[src/rtl/sb_1mns_xbar.sv]
// Single-master, NS-slave simple-bus interconnect with programmable base/mask decode,
// independent read/write paths and an internal default slave that answers with an error.

module sb_1mns_path #(
  parameter int              NS          = 4,
  parameter int              OUTSTANDING = 2,
  parameter logic [NS*32-1:0] SLV_BASE   = '0,
  parameter logic [NS*32-1:0] SLV_MASK   = '0,
  parameter int              PW          = 32,
  parameter logic [PW-1:0]   ERR_PAYLOAD = '1
) (
  input  logic             clk,
  input  logic             rst,
  input  logic             req_valid,
  output logic             req_ready,
  input  logic [31:0]      req_addr,
  output logic [NS-1:0]    req_valid_s,
  input  logic [NS-1:0]    req_ready_s,
  input  logic [NS-1:0]    rsp_valid_s,
  output logic [NS-1:0]    rsp_ready_s,
  input  logic [NS*PW-1:0] rsp_payload_s,
  output logic             rsp_valid,
  input  logic             rsp_ready,
  output logic [PW-1:0]    rsp_payload,
  output logic             dec_ok
);
  localparam int TW = $clog2(NS + 1);
  localparam int CW = $clog2(OUTSTANDING + 1);
  localparam logic [TW-1:0] DFLT = TW'(NS);
  localparam logic [CW-1:0] FULL = CW'(OUTSTANDING);

  logic [TW-1:0] tgt;
  logic [TW-1:0] cur_tgt;
  logic [CW-1:0] cnt;
  logic [CW-1:0] dflt_cnt;
  logic          found;
  logic          sel_ready;
  logic          gate;
  logic          req_ok;
  logic          rsp_ok;
  logic          dflt_rsp;

  // NOTE: every combinational output gets a default first so no path leaves it unassigned (no latch).
  always_comb begin
    tgt   = DFLT;
    found = 1'b0;
    for (int i = 0; i < NS; i++) begin
      if (!found && ((req_addr & SLV_MASK[i*32 +: 32]) == SLV_BASE[i*32 +: 32])) begin
        tgt   = TW'(i);
        found = 1'b1;
      end
    end
  end

  // Responses come only from the target currently owning the path; others are held off.
  always_comb begin
    rsp_valid   = 1'b0;
    rsp_payload = ERR_PAYLOAD;
    rsp_ready_s = '0;
    if (cnt != '0) begin
      if (cur_tgt == DFLT) begin
        rsp_valid = (dflt_cnt != '0);
      end
      for (int i = 0; i < NS; i++) begin
        if (cur_tgt == TW'(i)) begin
          rsp_valid      = rsp_valid_s[i];
          rsp_payload    = rsp_payload_s[i*PW +: PW];
          rsp_ready_s[i] = rsp_ready;
        end
      end
    end
  end

  assign rsp_ok   = rsp_valid & rsp_ready;
  assign dflt_rsp = rsp_ok & (cur_tgt == DFLT);

  // A target switch is only safe once the last response of the old target retires.
  assign gate = (cnt == '0)
              || ((cnt < FULL) && (tgt == cur_tgt))
              || ((cnt == CW'(1)) && rsp_ok);

  always_comb begin
    req_valid_s = '0;
    sel_ready   = 1'b1;
    for (int i = 0; i < NS; i++) begin
      if (tgt == TW'(i)) begin
        req_valid_s[i] = req_valid & gate & ~rst;
        sel_ready      = req_ready_s[i];
      end
    end
  end

  assign req_ready = gate & sel_ready & ~rst;
  assign req_ok    = req_valid & req_ready;
  assign dec_ok    = req_ok & (tgt == DFLT);

  // NOTE: state registers use non-blocking assignments so every flop samples pre-edge values.
  always_ff @(posedge clk or posedge rst) begin
    if (rst) begin
      cnt      <= '0;
      cur_tgt  <= '0;
      dflt_cnt <= '0;
    end else begin
      if (req_ok && !rsp_ok) begin
        cnt <= cnt + CW'(1);
      end else if (!req_ok && rsp_ok) begin
        cnt <= cnt - CW'(1);
      end
      if (req_ok) begin
        cur_tgt <= tgt;
      end
      if (dec_ok && !dflt_rsp) begin
        dflt_cnt <= dflt_cnt + CW'(1);
      end else if (!dec_ok && dflt_rsp) begin
        dflt_cnt <= dflt_cnt - CW'(1);
      end
    end
  end
endmodule

module sb_1mns_xbar #(
  parameter int               NS          = 4,
  parameter int               OUTSTANDING = 2,
  parameter logic [NS*32-1:0] SLV_BASE    = {32'h4000_0000, 32'h2000_0000, 32'h1000_0000, 32'h0000_0000},
  parameter logic [NS*32-1:0] SLV_MASK    = {4{32'hF000_0000}},
  parameter logic [31:0]      ERR_RDATA   = 32'hDEAD_BEEF
) (
  input  logic             clk,
  input  logic             rst,
  input  logic             sb_arvalid_m0,
  output logic             sb_arready_m0,
  input  logic [31:0]      sb_araddr_m0,
  output logic             sb_rvalid_m0,
  input  logic             sb_rready_m0,
  output logic [31:0]      sb_rdata_m0,
  input  logic             sb_wvalid_m0,
  output logic             sb_wready_m0,
  input  logic [31:0]      sb_waddr_m0,
  input  logic [31:0]      sb_wdata_m0,
  input  logic [3:0]       sb_wstrb_m0,
  output logic             sb_bvalid_m0,
  input  logic             sb_bready_m0,
  output logic             sb_bresp_m0,
  output logic [NS-1:0]    sb_arvalid_s,
  input  logic [NS-1:0]    sb_arready_s,
  output logic [NS*32-1:0] sb_araddr_s,
  input  logic [NS-1:0]    sb_rvalid_s,
  output logic [NS-1:0]    sb_rready_s,
  input  logic [NS*32-1:0] sb_rdata_s,
  output logic [NS-1:0]    sb_wvalid_s,
  input  logic [NS-1:0]    sb_wready_s,
  output logic [NS*32-1:0] sb_waddr_s,
  output logic [NS*32-1:0] sb_wdata_s,
  output logic [NS*4-1:0]  sb_wstrb_s,
  input  logic [NS-1:0]    sb_bvalid_s,
  output logic [NS-1:0]    sb_bready_s,
  input  logic [NS-1:0]    sb_bresp_s,
  output logic             decerr_o
);
  logic       ar_dec;
  logic       w_dec;
  logic [1:0] dec_events;
  logic [3:0] owed_cnt;

  sb_1mns_path #(
    .NS(NS), .OUTSTANDING(OUTSTANDING), .SLV_BASE(SLV_BASE), .SLV_MASK(SLV_MASK),
    .PW(32), .ERR_PAYLOAD(ERR_RDATA)
  ) u_rd (
    .clk(clk), .rst(rst),
    .req_valid(sb_arvalid_m0), .req_ready(sb_arready_m0), .req_addr(sb_araddr_m0),
    .req_valid_s(sb_arvalid_s), .req_ready_s(sb_arready_s),
    .rsp_valid_s(sb_rvalid_s), .rsp_ready_s(sb_rready_s), .rsp_payload_s(sb_rdata_s),
    .rsp_valid(sb_rvalid_m0), .rsp_ready(sb_rready_m0), .rsp_payload(sb_rdata_m0),
    .dec_ok(ar_dec)
  );

  sb_1mns_path #(
    .NS(NS), .OUTSTANDING(OUTSTANDING), .SLV_BASE(SLV_BASE), .SLV_MASK(SLV_MASK),
    .PW(1), .ERR_PAYLOAD(1'b1)
  ) u_wr (
    .clk(clk), .rst(rst),
    .req_valid(sb_wvalid_m0), .req_ready(sb_wready_m0), .req_addr(sb_waddr_m0),
    .req_valid_s(sb_wvalid_s), .req_ready_s(sb_wready_s),
    .rsp_valid_s(sb_bvalid_s), .rsp_ready_s(sb_bready_s), .rsp_payload_s(sb_bresp_s),
    .rsp_valid(sb_bvalid_m0), .rsp_ready(sb_bready_m0), .rsp_payload(sb_bresp_m0),
    .dec_ok(w_dec)
  );

  assign sb_araddr_s = {NS{sb_araddr_m0}};
  assign sb_waddr_s  = {NS{sb_waddr_m0}};
  assign sb_wdata_s  = {NS{sb_wdata_m0}};
  assign sb_wstrb_s  = {NS{sb_wstrb_m0}};

  // Simultaneous read and write decode errors owe a second pulse on the following cycle.
  assign dec_events = {1'b0, ar_dec} + {1'b0, w_dec};
  assign decerr_o   = (dec_events != 2'd0) || (owed_cnt != 4'd0);

  always_ff @(posedge clk or posedge rst) begin
    if (rst) begin
      owed_cnt <= 4'd0;
    end else if ((dec_events == 2'd2) && (owed_cnt != 4'hF)) begin
      owed_cnt <= owed_cnt + 4'd1;
    end else if ((dec_events == 2'd0) && (owed_cnt != 4'd0)) begin
      owed_cnt <= owed_cnt - 4'd1;
    end
  end
endmodule

[config.mk]
export PLATFORM = sky130hd
export DESIGN_NAME = sb_1mns_xbar
export DESIGN_NICKNAME = d
export VERILOG_FILES = /design/src/rtl/sb_1mns_xbar.sv
export SDC_FILE = /design/constraint.sdc
export NUM_CORES = 1
export LEC_CHECK = 0
export CORE_AREA = 2 2 272 274
export DETAILED_ROUTE_END_ITERATION = 10
export DIE_AREA = 0 0 274 276
export DONT_BUFFER_PORTS = 1
export HOLD_SLACK_MARGIN = 0.15
export PLACE_DENSITY = 0.31
export SLEW_MARGIN = 30
export SYNTH_ARGS = -nofsm -noshare
export SYNTH_HDL_FRONTEND = slang
export SYNTH_SLANG_ARGS = --single-unit
[constraint.sdc]
create_clock -name clk -period 3.64 [get_ports clk]
set_input_delay 0.546 -clock clk [delete_from_list [all_inputs] [get_ports clk]]
set_output_delay 0.546 -clock clk [all_outputs]
set_load 0.05 [all_outputs]
==> impl_results.md, run 1 <==
- Status: finished, final reports clean
- Port Buffers: 0
- Clk_lat worst skew: 260 ps
- Worst slew pin tran: 1020 ps
- Top cell type's share of synthesized area: 0.523
- Ys async rst share: 1.00
- CTS tree: done
- Synth Area in Simple Gates: 0.115
- Xor and xnor fraction of the mapped netlist area: 0.0272
- Clock slew at reported path FFs: 60 ps
- Initial Util: 0.0793
- # H-tree levels: 1
- Initial antenna violation count: 6
- Synth cell types: 58
- Max Clk Rate: 298 MHz
- Drt wl/cell: 16.1 microns
- Synth area leaders: buf_4 (52%), dfrtp_1 (7.8%), mux2i_1 (4.7%)
- Post-Route WL: 22000 microns
- Mapped Cells: 773
- Most frequent cells in the layout: buf_4 (59), nand2_1 (44), a21oi_1 (35)
- Die X: 274 microns
- Power Density: 822 nW/um^2
- Initial drt markers: 197
- FF+latch count, synth: 18
- Compound-Gate Fraction of Synth Area: 0.124
- Worst Setup End Kind: output port
- Largest net degree at the start of global routing: 33
- Number of diodes: 0
- Clock net sink count: 18
- Clk root buf: clkbuf_16
- CP Max Fanout: 8
- Hold Fails Final Rpt: 0
- Max VDD drop: 0.000386 V
- IO Pins: 708
- Vias/cell: 2.50
- Main flop type after synthesis: dfrtp_1
- Gr usage total: 0.0536
- Multi-input gate area: 2170 sq um
- FF+latch area: 455 sq um
- CP required: 3090 ps
- Drt first pass iters: 4
- Share of cells above drive strength 1: 0.252
- Via count: 3417
- YS warnings: 0
- CP startpoint kind: register
- Static Leak: 1.30 nW
- TritonCTS buffer count: 3
- Adder-cell share of the synthesized area: 0.0272
- Cell taking the most area after synthesis: buf_4
- Syn nets: 1038
- Vias in the first global route: 3461
- Most common cell after layout, fill and taps aside: buf_4
- Worst hold margin: 488 ps
- Die area: 75600 sq um
- Sequential share of the synthesized area: 0.0782
- Layout Skew: 2.81 ps
- Final Wtd Congestion: 0.691
- Setup violations, final: 0
- Setup TNS: 0 ps
- Minimum period implied by the final worst setup slack: 3360 ps
- Die height: 276 microns
- Drc violations: 0
- Placed wire-length estimate: 19200 microns
- Row Count: 99
- Final period util: 0.923
- Largest family of logic cells by synthesized area: buffers and inverters
- Final ANT Viol Nets: 0
- Crit path kind: reg2out
- GRT overflow: 0
- MaxCap Viol Count: 0
- Rel. slew slack: 0.319
- Post-synth EDFFs: 0
- Core ar.: 72600 sq um
- Area Growth Syn to Fin: -22.6%
- Fin nets: 674
- Min-Delay Path Class: reg2reg
- Filler Cell Count: 8602
- Wire length of the first global-routing pass: 28100 microns
- Slew Viols, Final: 0
- RSZ-0062 raised after global routing: no
- Critical Path AT: 2810 ps
- Bufs on Longest Clock Path: 2
- Multiplexer share of the synthesized area: 0.0743
- Synth Area per Inst: 7.45 sq um
- Post-Syn Area: 5760 sq um
[critical path, stage by stage (launching register included)]
cell	delay [ps]
dfrtp_1	520
inv_1	160
and3_1	210
o311ai_0	340
buf_4	190
nand3b_1	170
a31oi_4	170
a21oi_1	340
nand2_1	230
buf_12	220
[flip-flops by register name (all words and copies together) (netlist names)]
name,cells
u_wr.cnt,2
u_wr.dflt_cnt,2
u_rd.cnt,2
u_rd.dflt_cnt,2
u_wr.cur_tgt,3
u_rd.cur_tgt,3
owed_cnt,4
[cell families (layout without fill, tap and decap cells)]
| group | after synthesis | in the layout |
|---|---|---|
| buf+inv | 443 | 78 |
| mux | 40 | 40 |
| simple gates | 133 | 133 |
| flops | 18 | 18 |
| xor+xnor | 17 | 17 |
| compound gates | 110 | 110 |
| fa+ha+maj | 12 | 12 |
[final timing paths]
path	cells past startpoint	slack (ps)	endpoint	startpoint
min in group asynchronous	2	710	u_wr.cur_tgt[0]	rst
setup / recovery	9	280	decerr_o	u_wr.cur_tgt[2]
setup reg to reg	12	300	owed_cnt[3]	u_rd.cur_tgt[1]
hold / removal	1	490	u_rd.dflt_cnt[1]	u_rd.dflt_cnt[1]
hold reg to reg	1	490	u_rd.dflt_cnt[1]	u_rd.dflt_cnt[1]
max in group asynchronous	3	2400	u_rd.cur_tgt[1]	rst
[cell usage after synthesis (7+ instances only)]
master,n
xor2_1,7
dfrtp_1,18
nor2b_1,7
o22ai_1,10
inv_1,11
clkbuf_1,18
nor3_1,14
nor2_1,27
nand2_1,44
ha_1,10
xnor2_1,9
o211ai_1,26
o21ai_0,19
buf_4,401
a21oi_1,36
nand2b_1,7
mux2_2,12
mux2i_1,27
[final cells by class]
type                            count  area share
Clock buffer                        4      0.0199
Inverter                           12      0.0101
Multi-Input combinational cell    312       0.488
Sequential cell                    18       0.102
Tap cell                          959       0.269
Timing Repair Buffer               62       0.111
[metrics by stage]
step                utilization  instances  total power, mW  cell area (sq um)  worst slack, ps
floorplan                     -        773             3.71               5770             59.6
CTS                      0.0610       1364             3.73               4430              192
finish                   0.0614       1367             3.66               4460              279
global route             0.0614       1367             3.95               4460             26.6
global placement         0.0596       1358             3.42               4320              299
detailed placement       0.0597       1359             3.44               4330              217
[report_power, final]
group          internal (mW)  switching, mW  leakage, nW  total (mW)
registers              0.313          0.156        0.215       0.468
clock network          0.168         0.0911       0.0442       0.259
logic                  0.967           1.97         1.04        2.94
total                   1.45           2.21         1.30        3.66
[metal layers]
| layer | track usage | share of wire | up-vias |
|---|---|---|---|
| met5 | 0.0154 | 0.0082 | - |
| met4 | 0.0390 | 0.078 | 8 |
| met3 | 0.0306 | 0.14 | 97 |
| met2 | 0.0765 | 0.41 | 373 |
| met1 | 0.0575 | 0.37 | 1515 |
| li1 | - | - | 1424 |
[timing repair]
| item | CTS | global route |
|---|---|---|
| gates resized for setup | 0 | 1 |
| endpoints found under the hold margin | 5 | 0 |
| buffers inserted | 0 | 2 |
| hold buffers | 1 | 0 |
| endpoints found under the setup margin | 0 | 1 |
No activity file was read; power rests on OpenSTA's default activity.
==> run 2: changes to the inputs <==
- GPL_TIMING_DRIVEN: unset -> 0
==> run 2 against run 1 <==
Net effect: clock power about the same; critical path depth unchanged; maximum frequency decreased by 2.2%; non-clock buffer count increased by 397; flip-flop and latch count unchanged; first-iteration DRC count decreased by 22%; design area increased by 67%; via count increased by 43%; power increased by 35%; combinational power increased by 45%; cell count increased by 30%; critical path type unchanged.
==> impl_results.md, run 2 (synthesis gave the netlist of run 1 again) <==
- Status: finished, final reports clean (unchanged)
- Core ar.: 72600 sq um (unchanged)
- CP required: 3090 ps (about the same)
- Post-Layout Cell Count: 1772 (was 1367)
- Final Util: 0.102 (was 0.0614)
- Initial antenna violation count: 5 (was 6)
- Fin nets: 1071 (was 674)
- Clock net sink count: 18 (unchanged)
- Drt wl/cell: 15.5 microns (was 16.1 microns)
- Placed wire-length estimate: 24700 microns (was 19200 microns)
- Hold Fails Final Rpt: 0 (unchanged)
- Die area: 75600 sq um (unchanged)
- Wire length of the first global-routing pass: 35000 microns (was 28100 microns)
- GRT overflow: 0 (unchanged)
- Power Density: 667 nW/um^2 (was 822 nW/um^2)
- Minimum period implied by the final worst setup slack: 3430 ps (was 3360 ps)
- Clk root buf: clkbuf_16 (unchanged)
- IO Pins: 708 (unchanged)
- CP startpoint kind: register (unchanged)
- Drc violations: 0 (unchanged)
- R2R Setup Slk: 300 ps (about the same)
- Clk_lat worst skew: 260 ps (about the same)
- Initial Util: 0.0793 (unchanged)
- Largest reg by FF count: owed_cnt (unchanged)
- Via count: 4901 (was 3417)
- Setup violations, final: 0 (unchanged)
- Worst slew pin tran: 1040 ps (was 1020 ps)
- Most frequent cells in the layout: buf_4 (425), nand2_1 (43), a21oi_1 (35) (was buf_4 (59), nand2_1 (44), a21oi_1 (35))
- Max Clk Rate: 291 MHz (was 298 MHz)
- # placed instances: 1755 (was 1359)
- Worst hold margin: 236 ps (was 488 ps)
- Clock slew at reported path FFs: 60 ps (about the same)
- Share of cells above drive strength 1: 0.609 (was 0.252)
- # H-tree levels: 1 (unchanged)
- Top Registers: owed_cnt (4), u_rd.cur_tgt (3), u_wr.cur_tgt (3) (unchanged)
- Final ANT Viol Nets: 0 (unchanged)
- MaxCap Viol Count: 0 (unchanged)
- Die height: 276 microns (unchanged)
- Max reg flops: 4 (unchanged)
- Vias in the first global route: 4656 (was 3461)
- Place WS: -125 ps (was 217 ps)
- Rel. slew slack: 0.304 (was 0.319)
- CP delay by family, top: simple AND/OR/NAND/NOR gates (was compound AO/OA/AOI/OAI gates)
- Row Count: 99 (unchanged)
- Worst Setup Slack, final: 205 ps (was 279 ps)
- WP buf/inv: 1 (was 3)
- Crit-path slowest cell: nor3b_4 (was dfrtp_1)
- Static Leak: 3.15 nW (was 1.30 nW)
- Largest net degree at the start of global routing: 21 (was 33)
- Most common cell after layout, fill and taps aside: buf_4 (unchanged)
- Area Growth Syn to Fin: 28.9% (was -22.6%)
- TritonCTS buffer count: 3 (unchanged)
- Min-Delay Path Class: in2async (was reg2reg)
- RR Startpoint: u_rd.cur_tgt[1] (unchanged)
- Slew Viols, Final: 0 (unchanged)
- Worst-path cell chain: buf_2, nor2_2, nor4b_1, a21oi_1, a221o_1, nand2_1, nand2_1, nor3_1, nor3b_4 (was inv_1, and3_1, o311ai_0, buf_4, nand3b_1, a31oi_4, a21oi_1, nand2_1, buf_12)
- CTS tree: done (unchanged)
- Final period util: 0.944 (was 0.923)
- Most used cell, CP: nand2_1
- Vias/cell: 2.77 (was 2.50)
- Filler Cell Count: 8494 (was 8602)
- Crit path kind: reg2out (unchanged)
- CP Max Fanout: 7 (was 8)
- Drt first pass iters: 4 (unchanged)
- Layout Skew: 1.71 ps (was 2.81 ps)
- Initial drt markers: 153 (was 197)
- Critical path's largest stage delay: 570 ps (was 520 ps)
- Hold Buf Count CTS: 0 (was 1)
- Reg2Reg Depth: 14 (was 12)
- Bufs on Longest Clock Path: 2 (unchanged)
- Die X: 274 microns (unchanged)
- Worst Setup End Kind: output port (unchanged)
- RR Endpoint: owed_cnt[3] (unchanged)
- RSZ-0062 raised after global routing: no (unchanged)
- Worst path depth: 9 (unchanged)
- Gr usage total: 0.0650 (was 0.0536)
- Max VDD drop: 0.000419 V (was 0.000386 V)
- Port Buffers: 0 (unchanged)
- Critical Path AT: 2890 ps (was 2810 ps)
- Final Wtd Congestion: 0.712 (was 0.691)
- Post-Route WL: 27500 microns (was 22000 microns)
==> run 2: cell types whose count changed in the layout (fill, tap and decap cells not counted), sizes merged <==
cell	before	now
dlygate4sd3	1	0
buf	61	440
inv	12	11
clkinv	0	1
clkbuf	4	23
diode	0	8
==> run 2: stage by stage <==
stage | power, mW | setup TNS (ps) | area [sq um]
floorplan | 3.71 | 0 | 5770
global placement | 4.48 | -11920 | 6970
detailed placement | 4.68 | -195 | 7230
CTS | 4.98 | 0 | 7350
global route | 5.28 | 0 | 7420
finish | 4.95 | 0 | 7420
==> run 2: worst max-delay path by stage <==
stage,start,end,slack [ps]
finish,u_rd.cur_tgt[0],sb_arvalid_s[1],210
CTS,u_rd.cur_tgt[1],sb_rdata_m0[21],6
detailed placement,u_rd.cur_tgt[0],sb_rdata_m0[21],-130
floorplan,sb_araddr_m0[31],sb_arvalid_s[1],60
global placement,u_rd.cur_tgt[1],sb_rready_s[2],-1100
global route,u_rd.cur_tgt[0],sb_rdata_m0[9],10
==> run 2: cell type report <==
class	count	area [sq um]	area share
Buffer	431	3160	0.425
Inverter	12	45.0	0.00607
Multi-Input combinational cell	312	2220	0.299
Timing Repair Buffer	28	241	0.0325
Clock buffer	4	88.8	0.0120
Sequential cell	18	452	0.0608
Antenna cell	8	20.0	0.00270
Tap cell	959	1200	0.162
==> run 2: metal layers <==
layer,track usage,vias up,routed length (microns),part of all wire
met5,0,-,0,0
met4,0.0321,0,1140,0.042
met3,0.0105,27,1690,0.061
met2,0.112,319,13600,0.49
met1,0.0775,2314,11100,0.40
li1,-,2241,-,-
==> run 2: what timing repair did <==
item                       CTS  global route
pin swaps                    1             2
setup endpoints to repair   28            12
buffers inserted             0             4
resized for setup            8             7
==> run 2: power breakdown <==
group | internal, mW | total, mW | switching, mW | leakage [nW]
Combinational | 1.21 | 4.26 | 3.05 | 2.89
Clock | 0.168 | 0.259 | 0.0909 | 0.0442
Sequential | 0.309 | 0.435 | 0.125 | 0.217
Total | 1.69 | 4.95 | 3.26 | 3.15
